[src/rtl/gpu_interp_pkg.sv]
// rtl/gpu_interp_pkg.sv - shared widths, state enum and helpers for the span attribute evaluator
//
// Contents:
//   COORD_W, ATTR_W, COEF_W, FRAC_BITS, ACC_W  datapath widths
//   state_e                                    span FSM states (IDLE, SETUP, RUN)
//   sext_coef()                                sign-extend a plane coefficient to accumulator width
//   zext_coord()                               zero-extend a pixel coordinate to accumulator width
package gpu_interp_pkg;

    localparam int COORD_W   = 12;
    localparam int ATTR_W    = 12;
    localparam int COEF_W    = 32;
    localparam int FRAC_BITS = 8;
    localparam int ACC_W     = 48;

    typedef enum logic [1:0] {
        ST_IDLE  = 2'd0,
        ST_SETUP = 2'd1,
        ST_RUN   = 2'd2
    } state_e;

    function automatic logic signed [ACC_W-1:0] sext_coef(input logic [COEF_W-1:0] c);
        return $signed({{(ACC_W-COEF_W){c[COEF_W-1]}}, c});
    endfunction

    function automatic logic signed [ACC_W-1:0] zext_coord(input logic [COORD_W-1:0] v);
        return $signed({{(ACC_W-COORD_W){1'b0}}, v});
    endfunction

endpackage

[src/rtl/attr_fmt.sv]
// rtl/attr_fmt.sv - combinational accumulator-to-attribute formatter (shift, then clamp or wrap)
//
// Ports:
//   acc_i   in  ACC_W   signed fixed-point accumulator, FRAC_BITS fractional bits
//   attr_o  out ATTR_W  integer attribute
//
// Build option: ATTR_CLAMP_EN defined -> saturate to [0, 2^ATTR_W-1];
//               undefined           -> keep the low ATTR_W bits (wrap).
module attr_fmt
    import gpu_interp_pkg::*;
(
    input  logic [ACC_W-1:0]  acc_i,
    output logic [ATTR_W-1:0] attr_o
);

    localparam int SH_W = ACC_W - FRAC_BITS;

    // Dropping the fractional bits of a two's complement value is an
    // arithmetic shift that truncates toward -inf.
    logic [SH_W-1:0] shifted;
    assign shifted = acc_i[ACC_W-1:FRAC_BITS];

    logic unused_frac;
    assign unused_frac = ^acc_i[FRAC_BITS-1:0];

`ifdef ATTR_CLAMP_EN
    always_comb begin
        attr_o = shifted[ATTR_W-1:0];
        if (shifted[SH_W-1]) begin
            attr_o = '0;
        end else if (|shifted[SH_W-2:ATTR_W]) begin
            attr_o = '1;
        end
    end
`else
    assign attr_o = shifted[ATTR_W-1:0];

    logic unused_high;
    assign unused_high = ^shifted[SH_W-1:ATTR_W];
`endif

endmodule

[src/rtl/attr_span_eval.sv]
// rtl/attr_span_eval.sv - walks a horizontal pixel span and emits a plane-equation attribute per pixel
//
// Ports:
//   clk, rst                         clock, asynchronous active-high reset
//   coef_load, cx, cy, cs            plane coefficient load (signed, 8 fractional bits), honoured in IDLE only
//   span_valid/span_ready            span request handshake
//   span_x, span_y, span_len         start pixel and pixel count
//   pix_valid/pix_ready              pixel output handshake
//   pix_x, pix_y, pix_s, pix_last    pixel coordinate, attribute, final pixel of span
//   busy                             high while in SETUP or RUN
//
// Build option: ATTR_CLAMP_EN (see attr_fmt) selects saturating vs wrapping attribute.
module attr_span_eval
    import gpu_interp_pkg::*;
(
    input  logic               clk,
    input  logic               rst,
    input  logic               coef_load,
    input  logic [COEF_W-1:0]  cx,
    input  logic [COEF_W-1:0]  cy,
    input  logic [COEF_W-1:0]  cs,
    input  logic               span_valid,
    output logic               span_ready,
    input  logic [COORD_W-1:0] span_x,
    input  logic [COORD_W-1:0] span_y,
    input  logic [COORD_W-1:0] span_len,
    output logic               pix_valid,
    input  logic               pix_ready,
    output logic [COORD_W-1:0] pix_x,
    output logic [COORD_W-1:0] pix_y,
    output logic [ATTR_W-1:0]  pix_s,
    output logic               pix_last,
    output logic               busy
);

    state_e state_q, state_d;

    logic [COEF_W-1:0]  cx_q, cx_d;
    logic [COEF_W-1:0]  cy_q, cy_d;
    logic [COEF_W-1:0]  cs_q, cs_d;
    logic [ACC_W-1:0]   acc_q, acc_d;
    logic [COORD_W-1:0] x_q, x_d;
    logic [COORD_W-1:0] y_q, y_d;
    logic [COORD_W-1:0] rem_q, rem_d;

    logic               span_fire;
    logic               pix_fire;
    logic               last_pix;
    logic [ATTR_W-1:0]  fmt_s;

    assign span_fire = span_valid & span_ready;
    assign pix_fire  = pix_valid & pix_ready;
    assign last_pix  = (rem_q == COORD_W'(1));

    // ---------------- FSM: state register ----------------
    always_ff @(posedge clk or posedge rst) begin
        if (rst) begin
            state_q <= ST_IDLE;
        end else begin
            state_q <= state_d;
        end
    end

    // ---------------- FSM: next state ----------------
    always_comb begin
        state_d = state_q;
        case (state_q)
            ST_IDLE: begin
                // A zero-length span is consumed without leaving IDLE.
                if (span_fire && (span_len != '0)) begin
                    state_d = ST_SETUP;
                end
            end
            ST_SETUP: state_d = ST_RUN;
            ST_RUN: begin
                if (pix_fire && last_pix) begin
                    state_d = ST_IDLE;
                end
            end
            default: state_d = ST_IDLE;
        endcase
    end

    // ---------------- FSM: outputs ----------------
    // Pixel outputs are forced to zero outside RUN so nothing stale shows
    // after a span ends or is aborted by reset.
    always_comb begin
        span_ready = (state_q == ST_IDLE) & ~coef_load;
        busy       = (state_q == ST_SETUP) | (state_q == ST_RUN);
        pix_valid  = (state_q == ST_RUN);
        pix_x      = '0;
        pix_y      = '0;
        pix_s      = '0;
        pix_last   = 1'b0;
        if (state_q == ST_RUN) begin
            pix_x    = x_q;
            pix_y    = y_q;
            pix_s    = fmt_s;
            pix_last = last_pix;
        end
    end

    // ---------------- datapath ----------------
    always_comb begin
        cx_d  = cx_q;
        cy_d  = cy_q;
        cs_d  = cs_q;
        acc_d = acc_q;
        x_d   = x_q;
        y_d   = y_q;
        rem_d = rem_q;

        case (state_q)
            ST_IDLE: begin
                if (coef_load) begin
                    cx_d = cx;
                    cy_d = cy;
                    cs_d = cs;
                end
                if (span_fire && (span_len != '0)) begin
                    x_d   = span_x;
                    y_d   = span_y;
                    rem_d = span_len;
                end
            end
            ST_SETUP: begin
                acc_d = sext_coef(cx_q) * zext_coord(x_q)
                      + sext_coef(cy_q) * zext_coord(y_q)
                      + sext_coef(cs_q);
            end
            ST_RUN: begin
                // The accumulator keeps stepping by cx even when x wraps past
                // 4095; x itself is a modulo-4096 screen coordinate.
                if (pix_fire) begin
                    acc_d = acc_q + sext_coef(cx_q);
                    x_d   = x_q + COORD_W'(1);
                    rem_d = rem_q - COORD_W'(1);
                end
            end
            default: ;
        endcase
    end

    always_ff @(posedge clk or posedge rst) begin
        if (rst) begin
            cx_q  <= '0;
            cy_q  <= '0;
            cs_q  <= '0;
            acc_q <= '0;
            x_q   <= '0;
            y_q   <= '0;
            rem_q <= '0;
        end else begin
            cx_q  <= cx_d;
            cy_q  <= cy_d;
            cs_q  <= cs_d;
            acc_q <= acc_d;
            x_q   <= x_d;
            y_q   <= y_d;
            rem_q <= rem_d;
        end
    end

    attr_fmt u_attr_fmt (
        .acc_i  (acc_q),
        .attr_o (fmt_s)
    );

endmodule

[config.mk]
export PLATFORM = sky130hd
export DESIGN_NAME = attr_span_eval
export DESIGN_NICKNAME = d
export VERILOG_FILES = /design/src/rtl/gpu_interp_pkg.sv /design/src/rtl/attr_fmt.sv /design/src/rtl/attr_span_eval.sv
export SDC_FILE = /design/constraint.sdc
export NUM_CORES = 1
export LEC_CHECK = 0
export ABC_AREA = 1
export BUFFER_PORTS_ARGS = -buffer_cell sky130_fd_sc_hd__buf_2
export CELL_PAD_IN_SITES_DETAIL_PLACEMENT = 0
export CELL_PAD_IN_SITES_GLOBAL_PLACEMENT = 1
export CORE_ASPECT_RATIO = 1.75
export CORE_MARGIN = 5
export CORE_UTILIZATION = 42
export CTS_BUF_LIST = sky130_fd_sc_hd__clkbuf_2 sky130_fd_sc_hd__clkbuf_4 sky130_fd_sc_hd__clkbuf_8
export DETAILED_ROUTE_END_ITERATION = 12
export GPL_TIMING_DRIVEN = 0
export PLACE_DENSITY = 0.91
export SYNTH_ARGS = -nofsm -noshare
export SYNTH_HDL_FRONTEND = slang
export SYNTH_SLANG_ARGS = --single-unit
[constraint.sdc]
create_clock -name clk -period 6.1 [get_ports clk]
set_clock_uncertainty 0.2 [all_clocks]
set_input_delay 0.915 -clock clk [delete_from_list [all_inputs] [get_ports clk]]
set_output_delay 0.915 -clock clk [all_outputs]
set_load 0.1 [all_outputs]
Word-level counts from Yosys, hierarchy flattened. Cells that the tools add are included.

Flip-flop bits (word level): 182. Output and inout port bits: 40. Logic and storage cells: 52.

Add/sub/neg operators: 5. $mul: 2. Eq/ne operators: 6. Muxes and demuxes: 15. Bitwise logic cells: 5. Reductions and logical operators: 11.

Operators with widths (number): 48-bit case mux with 2 select lines (1); 32-bit by 13-bit multiplier with 45-bit output (2); 12-bit 2-to-1 mux (7); 48-bit adder (1); 48-bit 2-to-1 mux (1); 12-bit case mux with 2 select lines (2); 46-bit by 32-bit adder with 47-bit output (1); 45-bit by 45-bit adder with 46-bit output (1); 12-bit by 1-bit adder with 12-bit output, second input constant (1); 12-bit by 1-bit == test with 1-bit output, second input constant (1); 12-bit nonzero test (1); 12-bit by 1-bit subtractor with 12-bit output, second input constant (1); 2-bit AND reduction (4); 2-bit by 1-bit inequality test with 1-bit output, second input constant (3); 2-bit case mux with 3 select lines (1); 2-bit 2-to-1 mux (2); 2-bit nonzero test (2); 1-bit AND (3); 3-bit AND reduction (1); 2-bit by 1-bit == test with 1-bit output, second input constant (1); 2-bit == test, second input constant (1); 1-bit logical AND (2); 2-bit zero test (1); 1-bit 2-to-1 mux (1); 2 further kinds (2).

Logic depth before layout (Yosys ltp). Gate-level depths: netlist of the first run.

Depth after elaboration: 6. Mapped depth: 35. Gate-level depth less buffers: 33.

Cells and area by module. A second synthesis of the first run with hierarchy kept.

Cell total of the unflattened synthesis: 5891. Area, all modules: 42759.8 µm².

By module, submodules not included: attr_span_eval (times used 1, cells an instance 5879, area an instance 42669.7 µm², seq. area each 4554.4 µm²); attr_fmt (times used 1, cells an instance 12, area an instance 90.1 µm², seq. area each 0.0 µm²).

Least setup slack after synthesis of the first run. OpenSTA, ideal clock, no wires.

Kind: register to register. Start: register y_q[3]. End: register acc_q[15]. Setup time: 118 ps. Arrival time: 6113 ps. Data required time: 5782 ps. Path slack: -331 ps. Cell stages (with the launch flop): 31. Path through: dfrtp_1 > buf_6 > clkbuf_1 > nand2_1 > inv_1 > fa_1 > inv_1 > fa_1 > inv_1 > fa_1 > inv_1 > fa_1 > inv_1 > fa_1 > fa_1 > inv_1 > fa_1 > inv_1 > ha_1 > a21o_1 > a31oi_1 > nand2_1 > nand2_1 > nand2_1 > nand3_1 > nand2_1 > a21oi_1 > or2_1 > nand3_1 > nand3_1 > nand2_1.

Word-level cells in the longest chain between the ends: 4.

RTL lines: start, declared (line attr_span_eval.sv:43) `logic [COORD_W-1:0] y_q, y_d;`; start signal, assigned (line attr_span_eval.sv:159) `y_q <= y_d;`; 32-bit by 13-bit multiplier with 45-bit output (line attr_span_eval.sv:128) `+ sext_coef(cy_q) * zext_coord(y_q)`; 45-bit by 45-bit adder with 46-bit output (line attr_span_eval.sv:128); 46-bit by 32-bit adder with 47-bit output (line attr_span_eval.sv:129) `+ sext_coef(cs_q);`; 48-bit case mux with 2 select lines (line attr_span_eval.sv:113) `case (state_q)`; end signal, assigned (line attr_span_eval.sv:149) `acc_q <= '0;`; end signal, assigned (line attr_span_eval.sv:157) `acc_q <= acc_d;`; end, declared (line attr_span_eval.sv:41) `logic [ACC_W-1:0] acc_q, acc_d;`.

No other way between the ends. A chain may end at the register's enable or synchronous reset.

Final worst setup path of the first run.
Start: register y_q[7]. End: register acc_q[19].

The elaborated chain is that of the path after synthesis.

==> flow_metrics.tcl, run 1 <==
set metrics [dict create \
    period_minus_slack_ns 6.46 \
    synth.area.top_cells "fa_1 31%, dfrtp_1 16%, inv_1 14%" \
    fmax_mhz 155 \
    yosys.area.top_type "fa_1" \
    clk_latency_ns 0.50 \
    hold_viol 0 \
    wl_per_cell_microns 19.3 \
    rsz0062_at_grt "yes" \
    clk_path_buf_depth 2 \
    post-place-ws_ns -1.69 \
    crit_top_cell "fa_1" \
    clockRootBuffer "clkbuf_8" \
    cts_tree "built" \
    synth-warning-count 0 \
    die_height_microns 288 \
    slowest_stage "fa_1" \
    die-area_sq_um 48500 \
    vias 16300 \
    finalSetupViolations 10 \
    routed_wl_microns 62900 \
    syn_area_per_cell_sq_um 7.60 \
    yosysSeqAreaShare_pct 16.0 \
    synth-main-ff-cell "dfrtp_1" \
    status "complete, but fails checks" \
    grt_antenna_before_repair 2 \
    gr-total-overflow 0 \
    critPathMaxStageDelay_ns 0.59 \
    worstPathArrival_ns 6.68 \
    rows 101 \
    dr.first_iter.drc_count 698 \
    end_kind "flip-flop" \
    numPortBuffers 140 \
    worst_pin_slew_ns 1.30 \
    cp-start-kind "flip-flop" \
    reg2reg_depth 25 \
    synth_cell_types 50 \
    period_share_pct 106 \
    grt_usage_pct 26.5 \
    synthCells 2435 \
    crit_path_end "acc_q[19]" \
    drive_gt1_share_pct 20.5 \
    cts.sinks 118 \
    vias_per_cell 5.02 \
    drc 0 \
    required_ns 6.32 \
    grt_pass1_vias 18000 \
    violations "setup timing" \
    nets 3210 \
    fill_cells 4205 \
    drtPass1Iterations 5 \
    synth_top_area_share_pct 30.7 \
    syn_to_final_growth_pct 19.0 \
    setup_tns_ns -2.26 \
    cp.depth 25 \
    cp_top_family "adder cells" \
    ant_nets 0 \
    dieWidth_microns 169 \
    cts_buffers 17 \
    synth-edff-count 0 \
    r2r-end "acc_q[19]" \
    slew_violations 0 \
    synthesis.nets 2972 \
    hpwl_microns 50600 \
    grt_max_degree 73 \
    htreeDepth 4 \
    core_sq_um 43500 \
    cp.buffers_inverters 9 \
    io_pins 177 \
    worstSetupPathType "flip-flop to flip-flop" \
    rrSetupSlack_ns -0.36 \
    worstHoldPathType "primary input to async pin" \
    startpoint "y_q[7]" \
    rr_startpoint "y_q[7]" \
    start_util_pct 42.6 \
    ys_seq_elements 118 \
    place.gp.congestion 0.940 \
    max_slew_margin_pct 13.2 \
    cts.clk_slew.worst_paths_ns 0.10 \
    crit_path_max_fanout 10 \
    synthArstFlopShare_pct 100 \
    layout_setup_ws_ns -0.362 \
    synth_area_sq_um 18500 \
    cap_violations 0 \
    grt_pass1_wl_microns 97700 \
]
[through the flow]
stage / utilization, % / cell area (sq um) / std cells / hold slack, ns
floorplan: - / 18600 / 2435 / 0.257
global placement: 45.9 / 20000 / 3141 / 0.278
detailed placement: 46.0 / 20000 / 3142 / 0.287
CTS: 49.8 / 21700 / 3235 / 0.222
global route: 50.6 / 22000 / 3253 / 0.262
finish: 50.6 / 22000 / 3253 / 0.242
[synthesized netlist by cell type (11+ instances only)]
library cell,count
ha_1,116
o21ai_0,62
fa_1,284
xor2_1,12
xnor2_1,12
clkbuf_1,65
dfrtp_1,118
nor2_1,89
inv_1,681
nand2_1,644
buf_2,11
nand3_1,61
mux2_2,54
a31oi_1,18
o21ai_1,11
a21oi_1,79
nand4_1,11
buf_1,14
[final cells by class]
cell class	instances	area (sq um)	area share, %
Sequential cell	118	2980	13.5
Timing Repair Buffer	231	1530	6.95
Antenna cell	1	2.50	0.0114
Tap cell	566	708	3.22
Clock inverter	13	96.3	0.438
Clock buffer	19	255	1.16
Inverter	691	2600	11.8
Buffer	88	805	3.66
Multi-Input combinational cell	1526	13000	59.2
[repair_timing]
| item | CTS | global route |
|---|---|---|
| endpoints found under the setup margin | 13 | 12 |
| gates cloned | 0 | 1 |
| pin swaps | 102 | 83 |
| setup buffers | 69 | 21 |
| hold buffers | 0 | 0 |
| gates resized for setup | 227 | 73 |
[worst min-delay path by stage]
| stage | start | endpoint | slack [ns] | cells after the start |
|---|---|---|---|---|
| after floorplan | acc_q[2] | acc_q[2] | 0.26 | 2 |
| after global placement | acc_q[2] | acc_q[2] | 0.28 | 2 |
| after detailed placement | acc_q[3] | acc_q[3] | 0.29 | 2 |
| after CTS | rst | state_q[0] | 0.22 | 2 |
| after global routing | rst | x_q[1] | 0.26 | 2 |
| final | rst | state_q[0] | 0.24 | 2 |
[registers in the layout, summed over array words and instances (netlist names)]
register and cells:
cs_q 20, acc_q 20, state_q 2, rem_q 12, cy_q 20, x_q 12
cx_q 20, y_q 12
[placed cells by master (no fill, tap or decap), drive strengths merged, types with 54 or more instances in the layout]
master,n
dfrtp,118
a21oi,80
nand3,67
inv,692
nor2,90
o21ai,75
clkbuf,71
nand2,650
buf,267
ha,116
mux2,54
fa,284
[metal layers]
| layer | wire length [microns] | global-route usage, % | up-vias |
|---|---|---|---|
| li1 | - | - | 7599 |
| met5 | 11 | 0 | - |
| met2 | 33600 | 49.1 | 542 |
| met4 | 6280 | 22.0 | 2 |
| met1 | 20500 | 25.5 | 7974 |
| met3 | 2550 | 3.72 | 223 |
[cells by family after synthesis]
family / synth area share [%]
AOI/OAI and AO/OA: 6.39
xor gates and xnor gates: 1.22
adders and majority gates: 38.6
buffers and inverters: 16.4
DFF: 16.0
muxes: 3.29
and+or+nand+nor: 18.2
Power of run 1 is left out: the tool's default activity adds up to more than one toggle a clock period on the data nets, which glitch-free logic cannot reach.
==> run 2: changes to the inputs <==
--- a/config.mk
+++ b/config.mk
@@ -7,7 +7,7 @@
 export LEC_CHECK = 0
 export ABC_AREA = 1
 export BUFFER_PORTS_ARGS = -buffer_cell sky130_fd_sc_hd__buf_2
-export CELL_PAD_IN_SITES_DETAIL_PLACEMENT = 0
+export CELL_PAD_IN_SITES_DETAIL_PLACEMENT = 1
 export CELL_PAD_IN_SITES_GLOBAL_PLACEMENT = 1
 export CORE_ASPECT_RATIO = 1.75
 export CORE_MARGIN = 5
==> run 2 against run 1 <==
Net effect: the flow still finishes with violations (setup timing); highest routed layer unchanged; non-clock buffer count up 2; sequential cell count unchanged; register-to-register slack lost 0.77 ns; clock-buffer cell count down 1; critical path depth fell by 1; via count grew 23%; worst setup slack got worse by 0.77 ns; die area unchanged; global-route usage increased by 11 points; core utilization up 1.3 points.
==> flow_metrics.tcl, run 2 (synthesis gave the netlist of run 1 again) <==
set metrics [dict create \
    rsz0062_at_grt "yes" \
    cts_buffers 17 \
    critPathMaxStageDelay_ns 0.73 \
    drc 0 \
    grt_max_degree 73 \
    grt_pass1_wl_microns 135000 \
    routed_wl_microns 106000 \
    vias 20100 \
    grt_usage_pct 37.7 \
    clk_path_buf_depth 2 \
    worstSetupPathType "flip-flop to flip-flop" \
    nets 3212 \
    crit_chain "buf_4 -> nand2_1 -> inv_1 -> ha_1 -> fa_1 -> fa_1 -> inv_2 -> fa_1 -> inv_2 -> fa_2 -> fa_2 -> inv_2 -> fa_1 -> inv_2 -> ha_4 -> inv_4 -> nor3_4 -> nand4_1 -> o311ai_4 -> buf_12 -> inv_4 -> nand2_4 -> nand3_4 -> a21oi_2" \
    clockRootBuffer "clkbuf_8" \
    rows 101 \
    fill_cells 5366 \
    postCtsHoldBufs 0 \
    period_minus_slack_ns 7.23 \
    slew_violations 0 \
    finalSetupViolations 14 \
    max_slew_margin_pct 3.75 \
    rrSetupSlack_ns -1.13 \
    drt-met1-wl_microns 30500 \
    die-area_sq_um 48500 \
    dr.first_iter.drc_count 1932 \
    fin_cells 3259 \
    end_kind "flip-flop" \
    final_common_cell "inv_1" \
    htreeDepth 4 \
    cap_violations 0 \
    io_pins 177 \
    dr.max_layer_used "met5" \
    crit_path_max_fanout 4 \
    start_util_pct 42.6 \
    cp_top_family "adder cells" \
    place.gp.congestion 0.940 \
    placed_area_sq_um 20000 \
    grt_antenna_before_repair 5 \
    cts_tree "built" \
    gr-total-overflow 0 \
    r2r-end "acc_q[19]" \
    syn_to_final_growth_pct 22.0 \
    worstHoldPathType "primary input to async pin" \
    layout_setup_ws_ns -1.13 \
    hold_viol 0 \
    wl_met2_microns 49400 \
    worst_pin_slew_ns 1.44 \
    worstPathArrival_ns 7.51 \
    reg2reg_depth 24 \
    fmax_mhz 138 \
    required_ns 6.38 \
    slowest_stage "fa_2" \
    ant_nets 0 \
    drtPass1Iterations 8 \
    period_share_pct 119 \
    numPortBuffers 140 \
    final_cell_mix "611 x inv_1, 600 x nand2_1, 247 x fa_1" \
    grt_pass1_vias 22100 \
    cts.clk_slew.worst_paths_ns 0.14 \
    cp-start-kind "flip-flop" \
    clk_latency_ns 0.59 \
    vias_per_cell 6.15 \
    wl_per_cell_microns 32.4 \
    multi_input_area_sq_um 13400 \
    regArea_sq_um 2990 \
    post-place-cells 3142 \
    status "complete, but fails checks" \
    die_height_microns 288 \
    cp.buffers_inverters 9 \
    wl_met3_microns 10800 \
    dieWidth_microns 169 \
    drive_gt1_share_pct 24.6 \
    core_sq_um 43500 \
    cts.sinks 118 \
    hpwl_microns 60700 \
    rr_startpoint "cx_q[6]" \
    violations "setup timing" \
    final_area_sq_um 22600 \
]
run 2: changes by cell type in the layout (fill, tap and decap cells not counted), sizes merged:
cell / delta
bufinv: +2
diode: +4
clkinv: +4
clkinvlp: -5
clkbuf: -8
buf: +9
run 2: how the worst max path moves through the flow:
stage	end	cells past startpoint	startpoint
5_1_grt	acc_q[19]	24	cx_q[6]
3_5_place_dp	acc_q[19]	23	cx_q[7]
6_report	acc_q[19]	24	cx_q[6]
2_1_floorplan	acc_q[15]	30	y_q[3]
4_1_cts	acc_q[19]	26	y_q[3]
3_3_place_gp	acc_q[19]	22	cx_q[7]
run 2: cell type report:
| cell class | instances | share of cell area, % |
|---|---|---|
| inverters | 691 | 11.5 |
| well taps | 566 | 3.14 |
| plain buffers | 88 | 3.69 |
| diodes | 5 | 0.0554 |
| flip-flops and latches | 118 | 13.2 |
| multi-input cells | 1526 | 59.4 |
| repair buffers | 233 | 7.13 |
| clock inverters | 14 | 0.737 |
| clock buffers | 18 | 1.07 |
run 2: timing repair:
item                       in CTS  in global routing
setup endpoints to repair      14                 14
gates resized for setup       243                229
cloned                          0                  0
buffers inserted               66                 29
pin swaps                     101                156
run 2: metal layers:
metal  global-route usage (%)  vias up
met5                        0        -
met4                     36.6        6
met3                     8.96      935
met2                     66.3     1822
met1                     34.8     9684
li1                         -     7606
run 2: per-stage QoR:
stage	setup TNS [ns]	hold slack, ns	util, %	setup slack [ns]
finish	-8.85	0.168	51.9	-1.13
global route	-9.89	0.237	51.9	-1.09
CTS	-4.77	0.235	50.0	-0.620
detailed placement	-9.78	0.300	46.0	-1.87
global placement	-7.95	0.278	45.9	-1.70
floorplan	-0.0146	0.257	-	-0.0146
Power of run 2 is left out for the same reason.
